[config.mk]
export PLATFORM = sky130hd
export DESIGN_NAME = flappy_input_cond
export DESIGN_NICKNAME = d
export VERILOG_FILES = /design/src/rtl/flappy_input_pkg.sv /design/src/rtl/flappy_input_cond_debounce.sv /design/src/rtl/flappy_input_cond.sv
export SDC_FILE = /design/constraint.sdc
export NUM_CORES = 1
export LEC_CHECK = 0
export ABC_CLOCK_PERIOD_IN_PS = 2300
export CORE_ASPECT_RATIO = 0.7
export CORE_MARGIN = 3
export CORE_UTILIZATION = 55
export CTS_CLUSTER_DIAMETER = 40
export DETAILED_ROUTE_END_ITERATION = 16
export PLACE_DENSITY = 0.8
export SYNTH_ARGS = -nofsm -noshare
export SYNTH_HDL_FRONTEND = slang
export SYNTH_SLANG_ARGS = --single-unit
[constraint.sdc]
create_clock -name clk -period 2.3 [get_ports clk]
set_input_delay 0.69 -clock clk [delete_from_list [all_inputs] [get_ports clk]]
set_output_delay 0.69 -clock clk [all_outputs]
set_load 0.01 [all_outputs]
[src/rtl/flappy_input_pkg.sv]
// Shared types and joystick bit positions for the Flappy input conditioner.
package flappy_input_pkg;

  typedef enum logic [1:0] {
    IDLE    = 2'd0,
    ARM     = 2'd1,
    FIRE    = 2'd2,
    RELEASE = 2'd3
  } rst_state_t;

  localparam int JOY_FLAP  = 4;
  localparam int JOY_RESET = 5;

endpackage

[src/rtl/flappy_input_cond_debounce.sv]
// Two-flop synchroniser followed by a stable-for-N-cycles debouncer.
module input_debounce #(
  parameter int DB_CYCLES = 240000
) (
  input  logic clk,
  input  logic sys_reset,
  input  logic din,
  output logic dout
);

  localparam int CW = $clog2(DB_CYCLES);
  localparam logic [CW-1:0] CNT_MAX = CW'(DB_CYCLES - 1);

  logic          r_sync1;
  logic          r_sync2;
  logic          r_state;
  logic [CW-1:0] r_cnt;

  always_ff @(posedge clk) begin
    if (!sys_reset) begin
      r_sync1 <= 1'b0;
      r_sync2 <= 1'b0;
      r_state <= 1'b0;
      r_cnt   <= '0;
    end else begin
      r_sync1 <= din;
      r_sync2 <= r_sync1;
      // Any return to the stable level restarts the count, so glitches never accumulate.
      if (r_sync2 == r_state) begin
        r_cnt <= '0;
      end else if (r_cnt == CNT_MAX) begin
        r_state <= r_sync2;
        r_cnt   <= '0;
      end else begin
        r_cnt <= r_cnt + 1'b1;
      end
    end
  end

  assign dout = r_state;

endmodule

[src/rtl/flappy_input_cond.sv]
// Flap/reset button conditioning: OSD masking, debounce, flap strobe/counter and long-press reset pulse.
module flappy_input_cond
  import flappy_input_pkg::*;
#(
  parameter int DB_CYCLES    = 240000,
  parameter int HOLD_CYCLES  = 24000000,
  parameter int PULSE_CYCLES = 64
) (
  input  logic        clk,
  input  logic        sys_reset,
  input  logic [31:0] joy_in,
  input  logic        osd_active,
  output logic        button_n,
  output logic        reset_req_n,
  output logic        flap_pulse,
  output logic [15:0] flap_count
);

  localparam int HCW = (HOLD_CYCLES > 1) ? $clog2(HOLD_CYCLES) : 1;
  localparam int PCW = (PULSE_CYCLES > 1) ? $clog2(PULSE_CYCLES) : 1;
  localparam logic [HCW-1:0] HCNT_MAX = HCW'(HOLD_CYCLES - 1);
  localparam logic [PCW-1:0] PCNT_MAX = PCW'(PULSE_CYCLES - 1);

  logic       w_raw_flap;
  logic       w_raw_reset;
  logic       w_db_flap;
  logic       w_db_reset;
  logic       w_flap_pulse;
  logic       w_unused_joy;

  logic        r_db_flap_q;
  logic [15:0] r_flap_count;

  rst_state_t     r_state;
  rst_state_t     w_state_next;
  logic [HCW-1:0] r_hcnt;
  logic [PCW-1:0] r_pcnt;
  logic           r_reset_req_n;
  logic           w_reset_req_n_next;

  // OSD masking makes both buttons look released; they then debounce out normally.
  assign w_raw_flap   = osd_active ? 1'b0 : joy_in[JOY_FLAP];
  assign w_raw_reset  = osd_active ? 1'b0 : joy_in[JOY_RESET];
  assign w_unused_joy = ^{joy_in[31:6], joy_in[3:0]};

  input_debounce #(.DB_CYCLES(DB_CYCLES)) u_db_flap (
    .clk       (clk),
    .sys_reset (sys_reset),
    .din       (w_raw_flap),
    .dout      (w_db_flap)
  );

  input_debounce #(.DB_CYCLES(DB_CYCLES)) u_db_reset (
    .clk       (clk),
    .sys_reset (sys_reset),
    .din       (w_raw_reset),
    .dout      (w_db_reset)
  );

  assign w_flap_pulse = w_db_flap & ~r_db_flap_q;

  always_ff @(posedge clk) begin
    if (!sys_reset) begin
      r_db_flap_q  <= 1'b0;
      r_flap_count <= '0;
    end else begin
      r_db_flap_q <= w_db_flap;
      if (w_flap_pulse) begin
        r_flap_count <= r_flap_count + 16'd1;
      end
    end
  end

  // Reset FSM: state register and counters.
  always_ff @(posedge clk) begin
    if (!sys_reset) begin
      r_state       <= IDLE;
      r_hcnt        <= '0;
      r_pcnt        <= '0;
      r_reset_req_n <= 1'b1;
    end else begin
      r_state       <= w_state_next;
      r_hcnt        <= (r_state == ARM && w_state_next == ARM) ? r_hcnt + 1'b1 : '0;
      r_pcnt        <= (r_state == FIRE && w_state_next == FIRE) ? r_pcnt + 1'b1 : '0;
      r_reset_req_n <= w_reset_req_n_next;
    end
  end

  // Reset FSM: next-state logic.
  always_comb begin
    w_state_next = r_state;
    case (r_state)
      IDLE: begin
        if (w_db_reset) w_state_next = ARM;
      end
      ARM: begin
        if (!w_db_reset)            w_state_next = IDLE;
        else if (r_hcnt == HCNT_MAX) w_state_next = FIRE;
      end
      FIRE: begin
        // The pulse always runs to full length, even if the button is let go.
        if (r_pcnt == PCNT_MAX) w_state_next = RELEASE;
      end
      RELEASE: begin
        if (!w_db_reset) w_state_next = IDLE;
      end
      default: w_state_next = IDLE;
    endcase
  end

  // Reset FSM: output logic, registered so the request is glitch-free.
  always_comb begin
    w_reset_req_n_next = (w_state_next != FIRE);
  end

  assign button_n    = ~w_db_flap;
  assign flap_pulse  = w_flap_pulse;
  assign flap_count  = r_flap_count;
  assign reset_req_n = r_reset_req_n;

endmodule

### Word level (Yosys, flattened, before mapping)

Index checks and enable logic that the tools add are counted.

* flip-flop bits (word level): 93
* bits of input ports: 35
* output and inout port bits: 19
* logic and storage cells: 53

* $add $sub $neg: 5
* equal/unequal tests: 12
* multiplexer cells: 6
* reductions and logical operators: 10
* bitwise operators: 6

Operators by type and width (number)
* 18-bit by 1-bit adder with 18-bit output (second input constant): 2
* 18-bit equality test (second input constant): 2
* 25-bit by 1-bit adder with 25-bit output (second input constant): 1
* 25-bit equality test (second input constant): 1
* 16-bit by 1-bit adder with 16-bit output (second input constant): 1
* 2-bit two-way mux: 5
* 2-bit one-hot mux with 4 select lines: 1
* 2-bit AND reduction: 4
* 6-bit by 1-bit adder with 6-bit output (second input constant): 1
* 2-bit equality test (second input constant): 3
* 6-bit equality test (second input constant): 1
* 3-bit OR reduction: 2
* 1-bit inverter: 5
* 2-bit by 1-bit equality test with 1-bit output (second input constant): 2
* 1-bit equality test: 2
* 1-bit logical AND: 2
* 2-bit zero test: 1
* 2-bit inequality test (second input constant): 1
* 2-bit OR reduction: 1
* 1-bit bitwise AND: 1

### Logic depth before layout (Yosys ltp)

Gate-level depths: netlist of run 1.

* depth after elaboration: 7
* depth in mapped cells: 6
* depth with buffers taken out: 5

### By module

Synthesis of run 1 repeated with hierarchy kept, for this count alone.

* cell total of the unflattened synthesis: 453
* area total of the unflattened synthesis: 4271.6 um^2

By module, submodules not included
* flappy_input_cond: sequential area each 1021.0 um^2, instances 1, cells each 249, area an instance 2279.7 um^2
* input_debounce: sequential area each 420.4 um^2, instances 2, cells each 102, area an instance 996.0 um^2

### Worst setup path after synthesis of run 1

OpenSTA, ideal clock, no wires.

* path type: flip-flop to flip-flop
* from: reg r_hcnt[0]
* to: reg r_hcnt[14]
* stages on the path, launching flop included: 7
* data arrival time: 1788 ps
* slack: 442 ps
* setup time: 70 ps
* required time: 2230 ps
* clock period less this slack: 1858 ps
* path buffers: 1
* path through: dfxtp_1 -> ha_1 -> nand2_1 -> or4b_4 -> buf_2 -> or3_1 -> a21oi_1

* cells in the longest elaborated chain, start to end: 7
* elaborated cells on any way between the ends: 8
* those cells by class: add/sub (1); eq/ne (2); mux (3); reduce/logical (2)

Ends and longest elaborated chain
* start: declaration: line flappy_input_cond.sv:36 `logic [HCW-1:0] r_hcnt;`
* start signal: assignment: line flappy_input_cond.sv:83 `r_hcnt <= (r_state == ARM && w_state_next == ARM) ? r_hcnt + 1'b1 : '0;`
* 25-bit equality test: line flappy_input_cond.sv:98 `else if (r_hcnt == HCNT_MAX) w_state_next = FIRE;`
* 2-bit two-way mux: line flappy_input_cond.sv:98
* 2-bit two-way mux: line flappy_input_cond.sv:97 `if (!w_db_reset) w_state_next = IDLE;`
* 2-bit one-hot mux with 4 select lines: line flappy_input_cond.sv:92 `case (r_state)`
* 2-bit by 1-bit equality test with 1-bit output: line flappy_input_cond.sv:83
* 1-bit logical AND: line flappy_input_cond.sv:83
* 2-bit AND reduction (no line)

Parallel ways exist; a longest one is shown, timed or not.
A chain may end at the register's enable or synchronous reset.

### Worst setup path in the final report of run 1

* from: reg u_db_flap.r_state (netlist: u_db_flap.dout)
* to: out flap_pulse

* cells in the longest elaborated chain, start to end: 1

Ends and longest elaborated chain
* start: declaration: line flappy_input_cond_debounce.sv:16 `logic r_state;`
* start signal: assignment: line flappy_input_cond_debounce.sv:32 `r_state <= r_sync2;`
* 1-bit bitwise AND: line flappy_input_cond.sv:60 `assign w_flap_pulse = w_db_flap & ~r_db_flap_q;`
* end: declaration: line flappy_input_cond.sv:15 `output logic flap_pulse,`

Every way passes these cells.

==> report_table.html, run 1 <==
<table>
<tr><th>Metric</th><th>Value</th></tr>
<tr><th colspan="2">Die</th></tr>
<tr><td>DIE AREA</td><td>around 8400 µm²</td></tr>
<tr><td>IO Count</td><td>between 50 and 60</td></tr>
<tr><td>Die outline width</td><td>109 µm</td></tr>
<tr><td>Standard cell core area</td><td>~7000 µm²</td></tr>
<tr><td>Die Ht</td><td>77.8 µm</td></tr>
<tr><td>Initial standard-cell utilization of the core</td><td>approximately three fifths</td></tr>
<tr><td>Cell Rows</td><td>25</td></tr>
<tr><th colspan="2">Power and ir drop</th></tr>
<tr><td>Sw Ratio</td><td>between 10% and 20%</td></tr>
<tr><td>Combinational power share</td><td>less than 1%</td></tr>
<tr><td>Power consumption</td><td>2.86 mW</td></tr>
<tr><td>Largest vdd supply drop</td><td>~0.33 mV</td></tr>
<tr><td>Sequential group share of total power</td><td>about 56%</td></tr>
<tr><td>Leak pwr</td><td>~1.4 nW</td></tr>
<tr><td>Clock group share of total power</td><td>a little over two fifths</td></tr>
<tr><td>Internal Pwr Total</td><td>roughly 2.3 mW</td></tr>
<tr><td>Ratio of total power to cell area</td><td>a little over 600 nW/µm²</td></tr>
<tr><td>Power spent charging and discharging nets</td><td>around 570 µW</td></tr>
<tr><th colspan="2">Worst setup path</th></tr>
<tr><td>Capturing point of the worst reg2reg path</td><td>r_hcnt[22]</td></tr>
<tr><td>Startpoint class of the critical path</td><td>flip-flop</td></tr>
<tr><td>Endpoint required time on the critical path</td><td>about 1.6 ns</td></tr>
<tr><td>Origin of the critical flop-to-flop path</td><td>r_hcnt[0]</td></tr>
<tr><td>Number of buffer and inverter instances along the worst setup path</td><td>1</td></tr>
<tr><td>Cell chain of the critical path</td><td>nor2b_1 &gt; clkdlybuf4s50_1</td></tr>
<tr><td>Slowest stage cell on the critical path</td><td>sky130_fd_sc_hd__clkdlybuf4s50_1</td></tr>
<tr><td>Register-to-register path setup slack</td><td>approximately 0.15 ns</td></tr>
<tr><td>Dominant delay contributor by cell family on the critical path</td><td>buffers and inverters</td></tr>
<tr><td>Count of cells along the worst register-to-register path</td><td>5</td></tr>
<tr><td>Classification of the worst setup path</td><td>reg2out</td></tr>
<tr><td>Arrival time worst endpoint</td><td>~1.5 ns</td></tr>
<tr><td>Max stage delay on crit path</td><td>0.57 ns</td></tr>
<tr><td>Setup crit end kind</td><td>output pin</td></tr>
<tr><td>Largest driver fanout on the critical path</td><td>5</td></tr>
<tr><th colspan="2">STA</th></tr>
<tr><td>Maximum clock rate</td><td>roughly 0.46 GHz</td></tr>
<tr><td>Pin slew with the least headroom to its limit</td><td>approximately 0.55 ns</td></tr>
<tr><td>Final number of max-transition violations</td><td>0</td></tr>
<tr><td>Final Hold Violating Endpoints</td><td>0</td></tr>
<tr><td>Setup Skew</td><td>~0.0088 ns</td></tr>
<tr><td>RSZ-0062 raised after global routing</td><td>false</td></tr>
<tr><td>Final Critical Period</td><td>between 2 and 2.5 ns</td></tr>
<tr><td>Slew Limit Headroom</td><td>a little over three fifths</td></tr>
<tr><td>Fin Setup TNS</td><td>0 ns</td></tr>
<tr><td>Final number of setup-violating endpoints</td><td>0</td></tr>
<tr><td>Ratio of final minimum period to clock period</td><td>between 90 and 100%</td></tr>
<tr><th colspan="2">Logic synthesis</th></tr>
<tr><td>Combinational family with the most area after synthesis</td><td>simple AND/OR/NAND/NOR gates</td></tr>
<tr><td>Cell area after synthesis</td><td>around 4000 µm²</td></tr>
<tr><td>Average cell area after synthesis</td><td>~9 µm²</td></tr>
<tr><td>Post-synth EDFFs</td><td>0</td></tr>
<tr><td>Compound-gate portion of the synthesized area</td><td>under 10%</td></tr>
<tr><td>Share of flip-flops with an asynchronous set or reset</td><td>0%</td></tr>
<tr><td>FF+latch count, synth</td><td>93</td></tr>
<tr><td>Number of library cell types mapped by synthesis</td><td>41</td></tr>
<tr><td>Share of synthesized area occupied by flip-flops and latches</td><td>a little under half</td></tr>
<tr><td>Portion of netlist area occupied by mux cells</td><td>less than 1%</td></tr>
<tr><td>Largest cells by area after synthesis</td><td>sky130_fd_sc_hd__dfxtp_1 46%, sky130_fd_sc_hd__xor2_1 6.5%, sky130_fd_sc_hd__nor2_1 5.7%</td></tr>
<tr><td>Most common cell in the netlist</td><td>sky130_fd_sc_hd__dfxtp_1</td></tr>
<tr><td>Syn_nets</td><td>~500</td></tr>
<tr><td>List of most frequent post-synthesis cells</td><td>93 x sky130_fd_sc_hd__dfxtp_1, 62 x sky130_fd_sc_hd__nor2_1, 30 x sky130_fd_sc_hd__xor2_1</td></tr>
<tr><td>Synth top area share</td><td>46.0%</td></tr>
<tr><td>Share of synthesized cell area in full adder, half adder and majority cells</td><td>under 10%</td></tr>
<tr><td>Yosys warns</td><td>0</td></tr>
<tr><td>Top cell type by total area after synthesis</td><td>sky130_fd_sc_hd__dfxtp_1</td></tr>
<tr><td>Post-synthesis share of cell area spent on xor and xnor gates</td><td>around 11%</td></tr>
<tr><td>Most used DFF post-synth</td><td>sky130_fd_sc_hd__dfxtp_1</td></tr>
<tr><td>Instance count of the mapped netlist</td><td>around 460</td></tr>
<tr><td>Simple logic cell fraction of the synthesized area</td><td>~30%</td></tr>
<tr><th colspan="2">Clocking</th></tr>
<tr><td>Max clock buf depth</td><td>2</td></tr>
<tr><td>Worst-path clk slew</td><td>0.08 ns</td></tr>
<tr><td>Number of buffers created by CTS</td><td>9</td></tr>
<tr><td>Level count of the clock H-tree</td><td>3</td></tr>
<tr><td>Clock tree from TritonCTS</td><td>done</td></tr>
<tr><td>Number of hold-repair buffers added at the cts stage</td><td>0</td></tr>
<tr><td>Post-CTS Setup Inserts</td><td>0</td></tr>
<tr><td>CTS root buffer</td><td>sky130_fd_sc_hd__clkbuf_8</td></tr>
<tr><td>Count of clock tree sinks</td><td>93</td></tr>
<tr><td>Source-to-sink clock delay at the later pin of the worst-skew pair</td><td>between 0.3 and 0.4 ns</td></tr>
<tr><th colspan="2">Global routing</th></tr>
<tr><td>Number of antenna violations at the first check in global routing</td><td>0</td></tr>
<tr><td>Global-route usage over all layers</td><td>between 10% and 20%</td></tr>
<tr><td>Sum of overflow across all layers after global routing</td><td>0</td></tr>
<tr><td>Vias in the first global route</td><td>~3100</td></tr>
<tr><td>Pin count of the biggest net entering global routing</td><td>26</td></tr>
<tr><td>First-pass GRT wire length</td><td>13.5 mm</td></tr>
<tr><th colspan="2">Drt</th></tr>
<tr><td>Final ANT Viol Nets</td><td>0</td></tr>
<tr><td>Violation count after the first detailed-routing iteration</td><td>around 120</td></tr>
<tr><td>Wirelength, routed</td><td>about 7.5 mm</td></tr>
<tr><td>Vias</td><td>about 3300</td></tr>
<tr><td>Detailed-router iteration count before antenna repair</td><td>4</td></tr>
<tr><td>Average vias per placed instance</td><td>~5.6</td></tr>
<tr><td>DRC viols</td><td>0</td></tr>
<tr><td>Wire length per cell</td><td>approximately 13 µm</td></tr>
<tr><th colspan="2">Cells and area</th></tr>
<tr><td>Final cell count without fillers</td><td>around 590</td></tr>
<tr><td>Filler cell count</td><td>576</td></tr>
<tr><td>Final core utilization</td><td>roughly two thirds</td></tr>
<tr><td>Signed area change from the synthesized netlist to the final layout</td><td>13.5%</td></tr>
<tr><td>Total inserted antenna cells</td><td>0</td></tr>
<tr><td>Fin area</td><td>approximately 4600 µm²</td></tr>
<tr><td>Number of nets in the layout</td><td>527</td></tr>
<tr><td>Ratio of cells with drive above 1 in the final layout</td><td>5.49%</td></tr>
<tr><th colspan="2">Placement</th></tr>
<tr><td>Cell Area, Placed</td><td>roughly 4400 µm²</td></tr>
<tr><td>RePlAce Congestion</td><td>0.831</td></tr>
<tr><td>Number of I/O port buffers</td><td>23</td></tr>
<tr><td>Count of placed standard cells including taps</td><td>570</td></tr>
<tr><td>Detailed placer's ending HPWL</td><td>about 5.2 mm</td></tr>
<tr><th colspan="2">Min path</th></tr>
<tr><td>Number of stages on the worst hold path</td><td>1</td></tr>
<tr><td>Tightest Hold Check Type</td><td>reg2reg</td></tr>
<tr><td>Origin of the worst min-delay path</td><td>u_db_flap.r_sync1</td></tr>
<tr><td>WHS Endpoint</td><td>u_db_flap.r_sync2</td></tr>
<tr><th colspan="2">Job</th></tr>
<tr><td>Max-cap check violation count</td><td>0</td></tr>
<tr><th colspan="2">Status</th></tr>
<tr><td>Result of the run</td><td>finished, final reports clean</td></tr>
</table>
worst max-delay path by stage:
| stage | startpoint | end | slack (ns) | cells after the start |
|---|---|---|---|---|
| floorplan | r_hcnt[0] | r_hcnt[14] | 0.44 | 6 |
| global placement | sys_reset | r_hcnt[20] | 0.19 | 5 |
| detailed placement | sys_reset | r_hcnt[22] | 0.14 | 5 |
| CTS | u_db_flap.dout | flap_pulse | 0.02 | 2 |
| global route | u_db_flap.dout | flap_pulse | 0.03 | 2 |
| finish | u_db_flap.dout | flap_pulse | 0.10 | 2 |
through the flow:
| stage | setup slack, ns | hold WS [ns] |
|---|---|---|
| finish | 0.103 | 0.448 |
| global route | 0.0281 | 0.467 |
| CTS | 0.0194 | 0.452 |
| detailed placement | 0.136 | 0.429 |
| global placement | 0.194 | 0.422 |
| floorplan | 0.442 | 0.412 |
routing by layer:
| layer | wire, µm | up-vias | global-route usage (%) |
|---|---|---|---|
| li1 | - | 1690 | - |
| met1 | 3810 | 1559 | 25.8 |
| met2 | 3450 | 28 | 30.9 |
| met3 | 203 | 6 | 5.32 |
| met4 | 53 | 0 | 5.67 |
| met5 | 0 | - | 0 |
logic make-up after synthesis:
family,count (synthesis)
AOI/OAI and AO/OA,61
xor gates and xnor gates,51
adders and majority gates,5
buffers and inverters,28
DFF,93
muxes,1
and+or+nand+nor,223
flip-flops by register name, summed over array words and instances, names as in the netlist:
| register | cells |
|---|---|
| r_hcnt | 25 |
| u_db_reset.r_sync1 | 1 |
| r_state | 2 |
| r_db_flap_q | 1 |
| u_db_reset.dout | 1 |
| u_db_flap.r_sync2 | 1 |
| u_db_flap.r_sync1 | 1 |
| reset_req_n | 1 |
| u_db_reset.r_cnt | 18 |
| u_db_flap.dout | 1 |
| flap_count | 16 |
| u_db_flap.r_cnt | 18 |
| r_pcnt | 6 |
| u_db_reset.r_sync2 | 1 |
layout make-up:
cell class	count	area [µm²]	share of cell area, %
inverter	14	52.6	1.14
sequential	93	1860	40.5
multi-input combinational	341	2060	44.8
tap	94	118	2.56
timing repair buffer	28	268	5.83
clock inverter	5	82.6	1.80
clock buffer	11	151	3.29
power by group through the flow:
stage / Sequential (mW) / Clock, mW / Combinational, mW
2_1_floorplan: 1.65 / 0 / 0.0145
3_3_place_gp: 1.65 / 0 / 0.0247
3_5_place_dp: 1.65 / 0 / 0.0252
4_1_cts: 1.61 / 1.25 / 0.0254
5_1_grt: 1.61 / 1.32 / 0.0278
6_report: 1.61 / 1.22 / 0.0248
timing repair:
| action | CTS | global route |
|---|---|---|
| setup endpoints to repair | 0 | 1 |
| endpoints found under the hold margin | 0 | 0 |
| resized for setup | 0 | 1 |
placed cells by master (no fill, tap or decap), types with 12 or more instances in the layout:
master | synthesis | routed
sky130_fd_sc_hd__xnor2_1 | 21 | 21
sky130_fd_sc_hd__dfxtp_1 | 93 | 92
sky130_fd_sc_hd__inv_1 | 14 | 14
sky130_fd_sc_hd__a21oi_1 | 27 | 27
sky130_fd_sc_hd__nor2_1 | 62 | 62
sky130_fd_sc_hd__or4_1 | 12 | 12
sky130_fd_sc_hd__nand4_1 | 19 | 19
sky130_fd_sc_hd__or3_1 | 20 | 20
sky130_fd_sc_hd__nand2_1 | 27 | 27
sky130_fd_sc_hd__clkdlybuf4s50_1 | 0 | 23
sky130_fd_sc_hd__xor2_1 | 30 | 30
sky130_fd_sc_hd__nand3_1 | 27 | 27
sky130_fd_sc_hd__o21ai_0 | 20 | 20
(Power assumes the default switching activity.)
==> run 2, diff against run 1 <==
- ABC_CLOCK_PERIOD_IN_PS: 2300 -> 2000
- CORE_UTILIZATION: 55 -> 49
- PLACE_DENSITY: 0.8 -> 0.75
- clock period: 2.3 -> 2 ns (I/O delays scaled with it)
==> report_table.html, run 2 (synthesized netlist as in run 1, its figures left out) <==
<table>
<tr><th>Metric</th><th>Value</th></tr>
<tr><th colspan="2">STA</th></tr>
<tr><td>RSZ-0062 raised after global routing</td><td>false</td></tr>
<tr><td>Final number of setup-violating endpoints</td><td>0</td></tr>
<tr><td>Pin slew with the least headroom to its limit</td><td>0.407 ns</td></tr>
<tr><td>Slew Limit Headroom</td><td>72.7%</td></tr>
<tr><td>Hold_ws</td><td>approximately 0.44 ns</td></tr>
<tr><td>Ratio of final minimum period to clock period</td><td>a little over nine tenths</td></tr>
<tr><td>Fin Setup TNS</td><td>0 ns</td></tr>
<tr><td>Maximum clock rate</td><td>approximately 0.52 GHz</td></tr>
<tr><td>Setup Skew</td><td>roughly 0.0086 ns</td></tr>
<tr><td>Final number of max-transition violations</td><td>0</td></tr>
<tr><td>Final Hold Violating Endpoints</td><td>0</td></tr>
<tr><td>Final Critical Period</td><td>1.93 ns</td></tr>
<tr><th colspan="2">Worst setup path</th></tr>
<tr><td>Max stage delay on crit path</td><td>about 0.57 ns</td></tr>
<tr><td>Cell chain of the critical path</td><td>clkdlybuf4s50_1</td></tr>
<tr><td>Arrival time worst endpoint</td><td>1.33 ns</td></tr>
<tr><td>Slowest stage cell on the critical path</td><td>sky130_fd_sc_hd__clkdlybuf4s50_1</td></tr>
<tr><td>Endpoint required time on the critical path</td><td>1.40 ns</td></tr>
<tr><td>Classification of the worst setup path</td><td>reg2out</td></tr>
<tr><td>Register-to-register path setup slack</td><td>roughly 0.09 ns</td></tr>
<tr><td>Origin of the critical flop-to-flop path</td><td>r_hcnt[1]</td></tr>
<tr><td>Dominant delay contributor by cell family on the critical path</td><td>buffers and inverters</td></tr>
<tr><td>Setup crit end kind</td><td>output pin</td></tr>
<tr><td>Count of cells along the worst register-to-register path</td><td>5</td></tr>
<tr><td>Largest driver fanout on the critical path</td><td>6</td></tr>
<tr><td>Number of buffer and inverter instances along the worst setup path</td><td>1</td></tr>
<tr><td>Startpoint class of the critical path</td><td>flip-flop</td></tr>
<tr><td>Capturing point of the worst reg2reg path</td><td>r_hcnt[24]</td></tr>
<tr><th colspan="2">Cells and area</th></tr>
<tr><td>Ratio of cells with drive above 1 in the final layout</td><td>10.5%</td></tr>
<tr><td>Register containing the most flip-flops in the final layout</td><td>r_hcnt</td></tr>
<tr><td>Final cell count without fillers</td><td>614</td></tr>
<tr><td>Most common cell after layout, fill and taps aside</td><td>sky130_fd_sc_hd__dfxtp_1</td></tr>
<tr><td>Fin area</td><td>4900 µm²</td></tr>
<tr><td>Total inserted antenna cells</td><td>0</td></tr>
<tr><td>Largest registers</td><td>r_hcnt (25), u_db_flap.r_cnt (18), u_db_reset.r_cnt (18)</td></tr>
<tr><td>Flip-flop count of the largest register, all copies and words added</td><td>25</td></tr>
<tr><td>Signed area change from the synthesized netlist to the final layout</td><td>21.1%</td></tr>
<tr><td>Most used cells in the layout excluding fill and tap cells</td><td>90 x sky130_fd_sc_hd__dfxtp_1, 62 x sky130_fd_sc_hd__nor2_1, 30 x sky130_fd_sc_hd__xor2_1</td></tr>
<tr><td>Number of nets in the layout</td><td>548</td></tr>
<tr><th colspan="2">Drt</th></tr>
<tr><td>Average vias per placed instance</td><td>between 5 and 6</td></tr>
<tr><td>Vias</td><td>between 3000 and 4000</td></tr>
<tr><td>DRC viols</td><td>0</td></tr>
<tr><td>Wirelength, routed</td><td>around 8.3 mm</td></tr>
<tr><td>Detailed-router iteration count before antenna repair</td><td>4</td></tr>
<tr><td>Violation count after the first detailed-routing iteration</td><td>179</td></tr>
<tr><td>Wire length per cell</td><td>between 10 and 15 µm</td></tr>
<tr><td>Final ANT Viol Nets</td><td>0</td></tr>
<tr><th colspan="2">Global routing</th></tr>
<tr><td>First-pass GRT wire length</td><td>between 10 and 15 mm</td></tr>
<tr><td>Pin count of the biggest net entering global routing</td><td>19</td></tr>
<tr><td>Sum of overflow across all layers after global routing</td><td>0</td></tr>
<tr><td>Global-route usage over all layers</td><td>18.6%</td></tr>
<tr><td>Vias in the first global route</td><td>roughly 3100</td></tr>
<tr><td>Number of antenna violations at the first check in global routing</td><td>0</td></tr>
<tr><th colspan="2">Clocking</th></tr>
<tr><td>CTS root buffer</td><td>sky130_fd_sc_hd__clkbuf_16</td></tr>
<tr><td>Worst-path clk slew</td><td>0.06 ns</td></tr>
<tr><td>Source-to-sink clock delay at the later pin of the worst-skew pair</td><td>roughly 0.35 ns</td></tr>
<tr><td>Level count of the clock H-tree</td><td>3</td></tr>
<tr><td>Number of buffers created by CTS</td><td>9</td></tr>
<tr><td>Number of hold-repair buffers added at the cts stage</td><td>0</td></tr>
<tr><td>Count of clock tree sinks</td><td>a little over 90</td></tr>
<tr><td>Clock tree from TritonCTS</td><td>done</td></tr>
<tr><td>Max clock buf depth</td><td>2</td></tr>
<tr><th colspan="2">Placement</th></tr>
<tr><td>Count of placed standard cells including taps</td><td>between 500 and 600</td></tr>
<tr><td>Cell Area, Placed</td><td>approximately 4500 µm²</td></tr>
<tr><td>RePlAce Congestion</td><td>0.770</td></tr>
<tr><td>Number of I/O port buffers</td><td>23</td></tr>
<tr><td>Detailed placer's ending HPWL</td><td>between 5 and 6 mm</td></tr>
<tr><th colspan="2">Min path</th></tr>
<tr><td>Origin of the worst min-delay path</td><td>u_db_reset.r_sync1</td></tr>
<tr><td>Tightest Hold Check Type</td><td>reg2reg</td></tr>
<tr><td>Number of stages on the worst hold path</td><td>1</td></tr>
<tr><td>WHS Endpoint</td><td>u_db_reset.r_sync2</td></tr>
<tr><th colspan="2">Die</th></tr>
<tr><td>DIE AREA</td><td>roughly 9400 µm²</td></tr>
<tr><td>Standard cell core area</td><td>7940 µm²</td></tr>
<tr><td>Cell Rows</td><td>27</td></tr>
<tr><td>Initial standard-cell utilization of the core</td><td>just over 50%</td></tr>
<tr><td>IO Count</td><td>between 50 and 60</td></tr>
<tr><td>Die Ht</td><td>~82 µm</td></tr>
<tr><td>Die outline width</td><td>between 100 and 150 µm</td></tr>
<tr><th colspan="2">Power and ir drop</th></tr>
<tr><td>Clock group share of total power</td><td>about half</td></tr>
<tr><td>Power spent charging and discharging nets</td><td>~730 µW</td></tr>
<tr><td>Ratio of total power to cell area</td><td>about 770 nW/µm²</td></tr>
<tr><td>Sw Ratio</td><td>19.3%</td></tr>
<tr><td>Sequential group share of total power</td><td>between 40% and 50%</td></tr>
<tr><td>Largest vdd supply drop</td><td>between 0.7 and 0.8 mV</td></tr>
<tr><td>Internal Pwr Total</td><td>about 3.0 mW</td></tr>
<tr><td>Leak pwr</td><td>roughly 1.6 nW</td></tr>
<tr><td>Power consumption</td><td>3.76 mW</td></tr>
<tr><td>Combinational power share</td><td>0.9%</td></tr>
<tr><th colspan="2">Status</th></tr>
<tr><td>Result of the run</td><td>finished, final reports clean</td></tr>
<tr><th colspan="2">Job</th></tr>
<tr><td>Max-cap check violation count</td><td>0</td></tr>
</table>
[run 2: stage by stage]
stage / setup slack [ns] / utilization (%)
after floorplan: 0.142 / -
after global placement: 0.0712 / 57.2
after detailed placement: 0.0121 / 57.2
after CTS: 0.0149 / 61.4
after global routing: 0.00474 / 61.8
final: 0.0712 / 61.8
[run 2: worst reg2reg max path: stages, from the launching register on]
cell                      delay, ns
sky130_fd_sc_hd__dfxtp_4       0.36
sky130_fd_sc_hd__ha_2          0.17
sky130_fd_sc_hd__nand2_1       0.07
sky130_fd_sc_hd__or4b_4        0.60
sky130_fd_sc_hd__or4_4         0.51
sky130_fd_sc_hd__a21oi_2       0.13
[run 2: worst max path at each step]
stage / depth (start not counted) / to / start / slack, ns
floorplan: 6 / r_hcnt[14] / r_hcnt[0] / 0.14
global placement: 5 / r_hcnt[17] / sys_reset / 0.07
detailed placement: 5 / r_hcnt[22] / sys_reset / 0.01
CTS: 5 / r_hcnt[22] / r_hcnt[1] / 0.01
global route: 5 / u_db_flap.r_cnt[16] / u_db_flap.r_cnt[0] / 0.005
finish: 1 / flap_count[8] / flap_count[8] / 0.07
[run 2: area by class of cell]
class	instances	area [µm²]
flip-flops and latches	93	1870
clock inverters	5	81.3
clock buffers	11	253
inverters	14	52.6
repair buffers	49	449
fillers	651	3030
well taps	101	126
multi-input cells	341	2070
[run 2: power groups by stage]
stage | logic (mW) | clock network [mW] | registers, mW
6_report | 0.0334 | 1.87 | 1.86
2_1_floorplan | 0.0167 | 0 | 1.90
3_5_place_dp | 0.0339 | 0 | 1.90
5_1_grt | 0.0363 | 1.99 | 1.85
4_1_cts | 0.0337 | 1.92 | 1.86
3_3_place_gp | 0.0329 | 0 | 1.90
[run 2: timing repair]
action / in CTS / in global routing
gates resized for setup: 1 / 8
setup buffers: 0 / 1
pin swaps: 0 / 2
setup endpoints to repair: 1 / 4
[run 2: metal layers]
metal / vias up / share of wire [%] / GRT usage (%)
met5: - / 0 / 0
met4: 0 / 1.5 / 6.76
met3: 10 / 3.5 / 6.19
met2: 44 / 47 / 30.1
met1: 1575 / 48 / 23.2
li1: 1730 / - / -
==> run 3, diff against run 2 <==
- CORE_MARGIN: 3 -> unset
==> report_table.html, run 3 (synthesized netlist as in run 1, its figures left out) <==
<table>
<tr><th>Metric</th><th>Value</th></tr>
<tr><th colspan="2">Worst setup path</th></tr>
<tr><td>Startpoint class of the critical path</td><td>flip-flop</td></tr>
<tr><td>Arrival time worst endpoint</td><td>approximately 1.3 ns</td></tr>
<tr><td>Dominant delay contributor by cell family on the critical path</td><td>buffers and inverters</td></tr>
<tr><td>Number of gates on the worst path with buffers counted</td><td>1</td></tr>
<tr><td>Max stage delay on crit path</td><td>roughly 0.57 ns</td></tr>
<tr><td>Largest driver fanout on the critical path</td><td>6</td></tr>
<tr><td>Slowest stage cell on the critical path</td><td>sky130_fd_sc_hd__clkdlybuf4s50_1</td></tr>
<tr><td>Number of buffer and inverter instances along the worst setup path</td><td>1</td></tr>
<tr><td>Register-to-register path setup slack</td><td>around 0.07 ns</td></tr>
<tr><td>Count of cells along the worst register-to-register path</td><td>5</td></tr>
<tr><td>Setup crit end kind</td><td>output pin</td></tr>
<tr><td>Cell chain of the critical path</td><td>clkdlybuf4s50_1</td></tr>
<tr><td>Classification of the worst setup path</td><td>reg2out</td></tr>
<tr><td>Endpoint required time on the critical path</td><td>about 1.4 ns</td></tr>
<tr><th colspan="2">Die</th></tr>
<tr><td>Standard cell core area</td><td>between 7000 and 8000 µm²</td></tr>
<tr><td>Die Ht</td><td>78.1 µm</td></tr>
<tr><td>IO Count</td><td>54</td></tr>
<tr><td>Cell Rows</td><td>27</td></tr>
<tr><td>Initial standard-cell utilization of the core</td><td>between 50% and 60%</td></tr>
<tr><td>DIE AREA</td><td>between 8000 and 9000 µm²</td></tr>
<tr><td>Die outline width</td><td>between 100 and 150 µm</td></tr>
<tr><th colspan="2">Cells and area</th></tr>
<tr><td>Flip-flop count of the largest register, all copies and words added</td><td>25</td></tr>
<tr><td>Most used cells in the layout excluding fill and tap cells</td><td>92 x sky130_fd_sc_hd__dfxtp_1, 62 x sky130_fd_sc_hd__nor2_1, 30 x sky130_fd_sc_hd__xor2_1</td></tr>
<tr><td>Register containing the most flip-flops in the final layout</td><td>r_hcnt</td></tr>
<tr><td>Ratio of cells with drive above 1 in the final layout</td><td>slightly below 10%</td></tr>
<tr><td>Total inserted antenna cells</td><td>0</td></tr>
<tr><td>Largest registers</td><td>r_hcnt (25), u_db_flap.r_cnt (18), u_db_reset.r_cnt (18)</td></tr>
<tr><td>Number of nets in the layout</td><td>between 500 and 600</td></tr>
<tr><td>Combined area of the multi-input logic cells</td><td>around 2100 µm²</td></tr>
<tr><td>Filler cell count</td><td>between 600 and 700</td></tr>
<tr><td>Register area</td><td>roughly 1900 µm²</td></tr>
<tr><td>Signed area change from the synthesized netlist to the final layout</td><td>20.9%</td></tr>
<tr><td>Most common cell after layout, fill and taps aside</td><td>sky130_fd_sc_hd__dfxtp_1</td></tr>
<tr><th colspan="2">STA</th></tr>
<tr><td>Pin slew with the least headroom to its limit</td><td>about 0.48 ns</td></tr>
<tr><td>RSZ-0062 raised after global routing</td><td>false</td></tr>
<tr><td>Hold_ws</td><td>~0.44 ns</td></tr>
<tr><td>Final number of setup-violating endpoints</td><td>0</td></tr>
<tr><td>Final Critical Period</td><td>1.94 ns</td></tr>
<tr><td>Setup Skew</td><td>roughly 0.0042 ns</td></tr>
<tr><td>Maximum clock rate</td><td>approximately 0.52 GHz</td></tr>
<tr><td>Ratio of final minimum period to clock period</td><td>around 97%</td></tr>
<tr><td>Final number of max-transition violations</td><td>0</td></tr>
<tr><td>Final Hold Violating Endpoints</td><td>0</td></tr>
<tr><td>Slew Limit Headroom</td><td>roughly two thirds</td></tr>
<tr><td>Fin Setup TNS</td><td>0 ns</td></tr>
<tr><th colspan="2">Power and ir drop</th></tr>
<tr><td>Ratio of total power to cell area</td><td>roughly 760 nW/µm²</td></tr>
<tr><td>Largest vdd supply drop</td><td>about 0.63 mV</td></tr>
<tr><td>Leak pwr</td><td>about 1.6 nW</td></tr>
<tr><th colspan="2">Job</th></tr>
<tr><td>Max-cap check violation count</td><td>0</td></tr>
<tr><th colspan="2">Global routing</th></tr>
<tr><td>Vias in the first global route</td><td>between 3000 and 4000</td></tr>
<tr><td>Global-route usage over all layers</td><td>about a fifth</td></tr>
<tr><td>Number of antenna violations at the first check in global routing</td><td>0</td></tr>
<tr><td>Sum of overflow across all layers after global routing</td><td>0</td></tr>
<tr><td>First-pass GRT wire length</td><td>between 10 and 15 mm</td></tr>
<tr><td>Global routing met3 resource utilization</td><td>6.41%</td></tr>
<tr><td>Most congested layer reported by global routing</td><td>met2</td></tr>
<tr><td>Met2 Usage GRT</td><td>34.7%</td></tr>
<tr><td>Pin count of the biggest net entering global routing</td><td>22</td></tr>
<tr><td>Met1 global-route usage</td><td>between 20% and 30%</td></tr>
<tr><th colspan="2">Drt</th></tr>
<tr><td>Wirelength, routed</td><td>around 8.2 mm</td></tr>
<tr><td>Vias</td><td>3377</td></tr>
<tr><td>Detailed-router iteration count before antenna repair</td><td>4</td></tr>
<tr><td>Final ANT Viol Nets</td><td>0</td></tr>
<tr><td>DRC viols</td><td>0</td></tr>
<tr><td>Wire length per cell</td><td>around 13 µm</td></tr>
<tr><td>Average vias per placed instance</td><td>5.50</td></tr>
<tr><td>Violation count after the first detailed-routing iteration</td><td>158</td></tr>
<tr><th colspan="2">Placement</th></tr>
<tr><td>Number of I/O port buffers</td><td>23</td></tr>
<tr><td>RePlAce Congestion</td><td>0.749</td></tr>
<tr><td>Detailed placer's ending HPWL</td><td>5.74 mm</td></tr>
<tr><th colspan="2">Clocking</th></tr>
<tr><td>Max clock buf depth</td><td>2</td></tr>
<tr><td>Level count of the clock H-tree</td><td>3</td></tr>
<tr><td>Worst-path clk slew</td><td>around 0.06 ns</td></tr>
<tr><td>Source-to-sink clock delay at the later pin of the worst-skew pair</td><td>around 0.34 ns</td></tr>
<tr><td>Number of buffers created by CTS</td><td>9</td></tr>
<tr><td>CTS root buffer</td><td>sky130_fd_sc_hd__clkbuf_16</td></tr>
<tr><td>Clock tree from TritonCTS</td><td>done</td></tr>
<tr><td>Count of clock tree sinks</td><td>between 90 and 100</td></tr>
<tr><th colspan="2">Status</th></tr>
<tr><td>Result of the run</td><td>finished, final reports clean</td></tr>
<tr><th colspan="2">Min path</th></tr>
<tr><td>Tightest Hold Check Type</td><td>reg2reg</td></tr>
<tr><td>Number of stages on the worst hold path</td><td>1</td></tr>
</table>
## run 3: layer usage
metal  share of wire (%)  wire (µm)
met5                   0          0
met4                0.85         70
met2                  48       3930
met1                  47       3910
met3                 4.0        332
## run 3: power breakdown
part / switching (mW) / internal [mW]
Combinational: 0.0187 / 0.0171
Sequential: 0.00163 / 1.86
Clock: 0.679 / 1.16
## run 3: stage by stage
stage	util (%)	cell area (µm²)	std cells	power, mW	setup slack, ns
6_report	61.7	4900	614	3.74	0.0620
5_1_grt	61.7	4900	614	3.86	0.000628
4_1_cts	61.5	4880	614	3.78	0.0330
3_5_place_dp	57.3	4550	598	1.93	0.0661
3_3_place_gp	57.3	4550	598	1.93	0.118
2_1_floorplan	-	4050	462	1.91	0.142
## run 3: final timing paths
check | start | end
setup / recovery | flap_count[8] | flap_count[8]
hold / removal | u_db_flap.r_sync1 | u_db_flap.r_sync2
setup reg to reg | r_hcnt[0] | r_hcnt[24]
hold reg to reg | u_db_flap.r_sync1 | u_db_flap.r_sync2
## run 3: layout make-up
class,count,share of cell area (%)
Timing Repair Buffer,49,9.17
Clock buffer,13,5.32
Multi-Input combinational cell,341,42.4
Inverter,14,1.07
Clock inverter,3,1.38
Sequential cell,93,38.1
Tap cell,101,2.58
## run 3: timing repair
item                                    in CTS  in global routing
hold buffers                                 0                  0
endpoints found under the setup margin       1                  7
resized for setup                            1                  6
buffers inserted                             0                  0
